## src/rtl/fedp_feeder.sv

```systemverilog
// fedp_feeder: job sequencer in front of the 4-lane, 2-stage INT8 dot-product
// unit (FEDP). It takes one job (initial sum + chunk count), streams 4-wide
// weight/activation chunks into the FEDP and closes the accumulation loop by
// feeding FEDP's result back into its partial_sum input. The final 16-bit sum
// is returned on a valid/ready output.
//
// Ports:
//   clk, rst            clock, synchronous active-high reset
//   job_valid/job_ready job request handshake (ready only in IDLE)
//   job_chunks, job_init chunk count (0 legal) and signed initial sum
//   op_valid/op_ready   operand beat handshake (ready only in RUN)
//   op_w, op_a          four packed signed int8 lanes, lane i = [8i+7:8i]
//   fedp_w0..3, fedp_a0..3  registered operands to the FEDP
//   fedp_psum           partial_sum to the FEDP (combinational)
//   fedp_result         FEDP result
//   out_valid/out_ready final sum handshake
//   out_sum             signed final sum (registered)
//   bubble_cnt          only with FEDP_FEED_PERF_EN: saturating count of
//                       RUN cycles without an operand beat
//
// Optional feature macro: FEDP_FEED_PERF_EN.
module fedp_feeder #(
  parameter int CNT_W = 8
) (
  input  logic             clk,
  input  logic             rst,
  input  logic             job_valid,
  output logic             job_ready,
  input  logic [CNT_W-1:0] job_chunks,
  input  logic [15:0]      job_init,
  input  logic             op_valid,
  output logic             op_ready,
  input  logic [31:0]      op_w,
  input  logic [31:0]      op_a,
  output logic [7:0]       fedp_w0,
  output logic [7:0]       fedp_w1,
  output logic [7:0]       fedp_w2,
  output logic [7:0]       fedp_w3,
  output logic [7:0]       fedp_a0,
  output logic [7:0]       fedp_a1,
  output logic [7:0]       fedp_a2,
  output logic [7:0]       fedp_a3,
  output logic [15:0]      fedp_psum,
  input  logic [15:0]      fedp_result,
  output logic             out_valid,
  input  logic             out_ready,
  output logic [15:0]      out_sum
`ifdef FEDP_FEED_PERF_EN
  ,
  output logic [15:0]      bubble_cnt
`endif
);

  typedef enum logic [2:0] {IDLE, PRIME, RUN, DRAIN, DONE} state_t;

  state_t                  state, state_nxt;
  logic [CNT_W-1:0]        rem;
  logic signed [15:0]      init_q;
  logic [1:0]              drain_cnt;
  logic signed [7:0]       w_p0 [4];
  logic signed [7:0]       a_p0 [4];
  logic signed [15:0]      sum_p1;
  logic                    beat;
  logic                    job_take;

  assign beat     = op_valid && (state == RUN);
  assign job_take = job_valid && (state == IDLE);

  always_comb begin
    state_nxt = state;
    job_ready = 1'b0;
    op_ready  = 1'b0;
    out_valid = 1'b0;
    case (state)
      IDLE: begin
        job_ready = 1'b1;
        if (job_valid) state_nxt = PRIME;
      end
      PRIME: state_nxt = (rem != '0) ? RUN : DRAIN;
      RUN: begin
        op_ready = 1'b1;
        if (op_valid && rem == CNT_W'(1)) state_nxt = DRAIN;
      end
      // Three cycles let the last chunk cross both FEDP stages.
      DRAIN: if (drain_cnt == 2'd2) state_nxt = DONE;
      DONE: begin
        out_valid = 1'b1;
        if (out_ready) state_nxt = IDLE;
      end
      default: state_nxt = IDLE;
    endcase
  end

  always_ff @(posedge clk) begin
    if (rst) begin
      state     <= IDLE;
      rem       <= '0;
      init_q    <= '0;
      drain_cnt <= '0;
      sum_p1    <= '0;
      for (int i = 0; i < 4; i++) begin
        w_p0[i] <= '0;
        a_p0[i] <= '0;
      end
    end else begin
      state <= state_nxt;
      if (job_take) begin
        rem    <= job_chunks;
        init_q <= job_init;
      end else if (beat) begin
        rem <= rem - 1'b1;
      end
      drain_cnt <= (state == DRAIN) ? drain_cnt + 2'd1 : 2'd0;
      // Stage p0: operand registers; zero when no beat so the loop holds.
      for (int i = 0; i < 4; i++) begin
        w_p0[i] <= beat ? op_w[8*i +: 8] : 8'd0;
        a_p0[i] <= beat ? op_a[8*i +: 8] : 8'd0;
      end
      // Stage p1: capture the settled accumulation at the end of DRAIN.
      if (state == DRAIN && drain_cnt == 2'd2) sum_p1 <= fedp_result;
    end
  end

`ifdef FEDP_FEED_PERF_EN
  function automatic logic [15:0] sat_inc(input logic [15:0] v);
    return (v == 16'hFFFF) ? v : v + 16'd1;
  endfunction

  always_ff @(posedge clk) begin
    if (rst || job_take) bubble_cnt <= '0;
    else if (state == RUN && !op_valid) bubble_cnt <= sat_inc(bubble_cnt);
  end
`endif

  // PRIME seeds the loop with the initial sum; afterwards the result recirculates.
  assign fedp_psum = (state == PRIME) ? init_q : fedp_result;

  assign fedp_w0 = w_p0[0];
  assign fedp_w1 = w_p0[1];
  assign fedp_w2 = w_p0[2];
  assign fedp_w3 = w_p0[3];
  assign fedp_a0 = a_p0[0];
  assign fedp_a1 = a_p0[1];
  assign fedp_a2 = a_p0[2];
  assign fedp_a3 = a_p0[3];
  assign out_sum = sum_p1;

endmodule

```

## config.mk

```make
export PLATFORM = sky130hd
export DESIGN_NAME = fedp_feeder
export DESIGN_NICKNAME = d
export VERILOG_FILES = /design/src/rtl/fedp_feeder.sv
export SDC_FILE = /design/constraint.sdc
export NUM_CORES = 1
export LEC_CHECK = 0
export CAP_MARGIN = 10
export CORE_MARGIN = 10
export CORE_UTILIZATION = 38
export CTS_CLUSTER_SIZE = 8
export DETAILED_ROUTE_END_ITERATION = 10
export PLACE_DENSITY_LB_ADDON = 0.3
export SKIP_CTS_REPAIR_TIMING = 1
export SLEW_MARGIN = 20
export SYNTH_ARGS = -nofsm -noshare
export SYNTH_HDL_FRONTEND = slang
export SYNTH_SLANG_ARGS = --single-unit
```

## constraint.sdc

```tcl
create_clock -name clk -period 2.35 [get_ports clk]
set_input_delay 0.47 -clock clk [delete_from_list [all_inputs] [get_ports clk]]
set_output_delay 0.47 -clock clk [all_outputs]
set_load 0.01 [all_outputs]
```

==> metrics.txt <==
status=finished, final reports clean; clock latency reported for the late side of the worst-skew pair=0.35 ns; Synth Flop Type=dfxtp_1; H-tree levels=3; YS warnings=0; WL/cell=16.62 um; core box area=0.009729 sq mm; CTS Root Buffer Type=clkbuf_8; CTS sink cnt=109; gr usage total=16.07%; Longest Clk Path Bufs=2; Iter 0 DRT Violations=99; first-pass detailed-route iteration total=4; Worst Hold Path EP=drain_cnt[0]; R2R setup slack=0.68 ns; internal power=3277 uW; worst r2r src=drain_cnt[0]; commonest non-fill, non-tap cell in the layout=clkdlybuf4s50_1; worst reg2reg path depth=5; Placer Congestion=0.8180; first-pass GRT wire length=18.33 mm; Slew @ Worst Pin=0.7082 ns; Clock Skews=0.005975 ns; # diodes=0; via count=3330; Switching Share=28.17%; CTS Buf Count=9; Peak Freq=444.0 MHz; Hold Vio Cnt, Final=0; part of the power in registers=46.1%; P_leak=0.002514 uW; MaxCap Viol Count=0; largest net degree at the start of global routing=65; final worst setup slack=0.09783 ns; drt total wl=12.07 mm; synthesized area per cell=9.901 sq um; vias per cell=4.587; Inst Count DP=705; Synth Net Count=493; Hold WC Path Type=reg2reg; Yosys reg bits=109; # fillers=796; drt drc=0; commonest non-fill, non-tap cells in the layout=clkdlybuf4s50_1, dfxtp_1, nand2_1, and2_1, a21oi_1; HPWL after DPL=9.539 mm; Seq/Total Area, Yosys=58.00%; clock network power share=23.4%; asr flop ratio synth=0%; Area growth syn-to-layout=66.01%; die height=119.5 um; Req. time, crit path=1.88 ns; final setup vio count=0; Reg clk slew, reported paths=0.09 ns; Max VDD drop=378.7 uV; Post-synth EDFFs=0; net load switching power=1285 uW; post-route insts no fill=726; die area=0.01428 sq mm; Die X=119.5 um; period utilization=95.84%; number of global-route vias before repair=3446; post-synthesis instance area=0.003762 sq mm; combinational fraction of design power=30.5%; critical path class=reg2out; Util after Layout=64.20%; Tmin final=2.252 ns; Post-Syn Instances=380; dpl ws=0.2138 ns; max-slew violation count=0; Worst slew margin=52.54%; worst-path fanout max=16; GR Overflow Total=0; crit path capture type=primary output; Worst Min Path Start=drain_cnt[0]; RR Endpoint=out_sum[15]; Final nets=701; Starting Density=38.67%; Setup Total Neg Slack=0 ns; TritonCTS clock tree=yes; row count=36; PD cells=730.3 mW/mm^2; WP data arrival=1.78 ns; port bufs=207; Antenna Nets Post-Route=0; total chip power=4562 uW; share of cells above drive strength 1=8.769%; initial antenna violation count=0; CP Launch Type=register; io pins=208; Distinct cells, synth=33; worst hold path stage count=1
-- power groups by stage --
| stage | clock, uW | combinational (uW) | sequential (uW) |
|---|---|---|---|
| 6_report | 1070 | 1390 | 2100 |
| 2_1_floorplan | 0 | 688 | 2140 |
| 3_3_place_gp | 0 | 1320 | 2140 |
| 5_1_grt | 1180 | 1520 | 2120 |
| 3_5_place_dp | 0 | 1360 | 2140 |
| 4_1_cts | 1110 | 1370 | 2100 |
-- how the worst max path moves through the flow --
| stage | start | to | slack [ns] | cells past startpoint |
|---|---|---|---|---|
| floorplan | state[0] | fedp_psum[10] | 0.40 | 5 |
| CTS | state[0] | fedp_psum[0] | -0.19 | 5 |
| finish | state[0] | fedp_psum[0] | 0.1 | 6 |
| detailed placement | fedp_result[13] | fedp_psum[13] | 0.21 | 3 |
| global placement | fedp_result[14] | fedp_psum[14] | 0.23 | 3 |
| global route | state[0] | fedp_psum[14] | -0.002 | 6 |
-- metal layers --
metal	global-route usage (%)	wire (um)	vias to the layer above
li1	-	-	1643
met1	15.81	4359	1520
met2	26.79	5737	158
met3	11.95	1864	9
met4	3.394	106	0
met5	0	0	-
-- state kept, by name (all words and copies together) (netlist names) --
signal / count
out_sum: 16
a_p0: 32
w_p0: 32
init_q: 16
state: 3
drain_cnt: 2
rem: 8
-- final cells by class --
cell class	count	area (sq um)	share of cell area [%]
Clock inverter	2	16.27	0.2604
Inverter	7	26.28	0.4207
Timing Repair Buffer	221	2245	35.94
Sequential cell	109	2183	34.96
Multi-Input combinational cell	240	1436	23.00
Clock buffer	14	172.7	2.764
Tap cell	133	166.4	2.664
-- worst max-delay path: stages (launching register included) --
cell and delay [ns]:
dfxtp_1 0.34, inv_1 0.08, nor3_4 0.22, buf_12 0.17, buf_4 0.11, mux2_2 0.33
dlymetal6s2s_1 0.18
-- stage by stage --
stage | instance area, sq um | hold slack [ns]
after floorplan | 3762 | 0.3925
after global placement | 5969 | 0.4008
after detailed placement | 5969 | 0.4073
after CTS | 6158 | 0.4210
after global routing | 6246 | 0.4350
final | 6246 | 0.4159
-- logic make-up (layout without fill, tap and decap cells) --
family,Yosys count,after routing,synth area share (%)
simple gates,166,166,23.05
buf+inv,31,244,4.057
xor+xnor,6,6,1.397
fa+ha+maj,4,4,1.330
flops,109,109,58.00
compound gates,48,48,7.382
mux,16,16,4.789
-- cell usage after synthesis (2+ instances only) --
master | number | share of area [%]
buf_4 | 2 | 0.40
and2_1 | 65 | 11
nand2_1 | 70 | 7.0
a211oi_1 | 6 | 1.2
nor2_1 | 12 | 1.2
a31oi_1 | 3 | 0.50
nor3_1 | 2 | 0.27
nand4b_1 | 2 | 0.47
dfxtp_1 | 109 | 58
inv_1 | 7 | 0.70
clkbuf_2 | 6 | 0.80
a21oi_1 | 34 | 4.5
buf_6 | 2 | 0.60
ha_1 | 4 | 1.3
or3_1 | 2 | 0.33
mux2_2 | 16 | 4.8
nand3_1 | 3 | 0.40
xor2_1 | 5 | 1.2
nor3_2 | 3 | 0.80
clkbuf_1 | 9 | 0.90
buf_2 | 5 | 0.67
o211ai_1 | 2 | 0.40
Note: power is estimated with default switching activity, not from simulation.
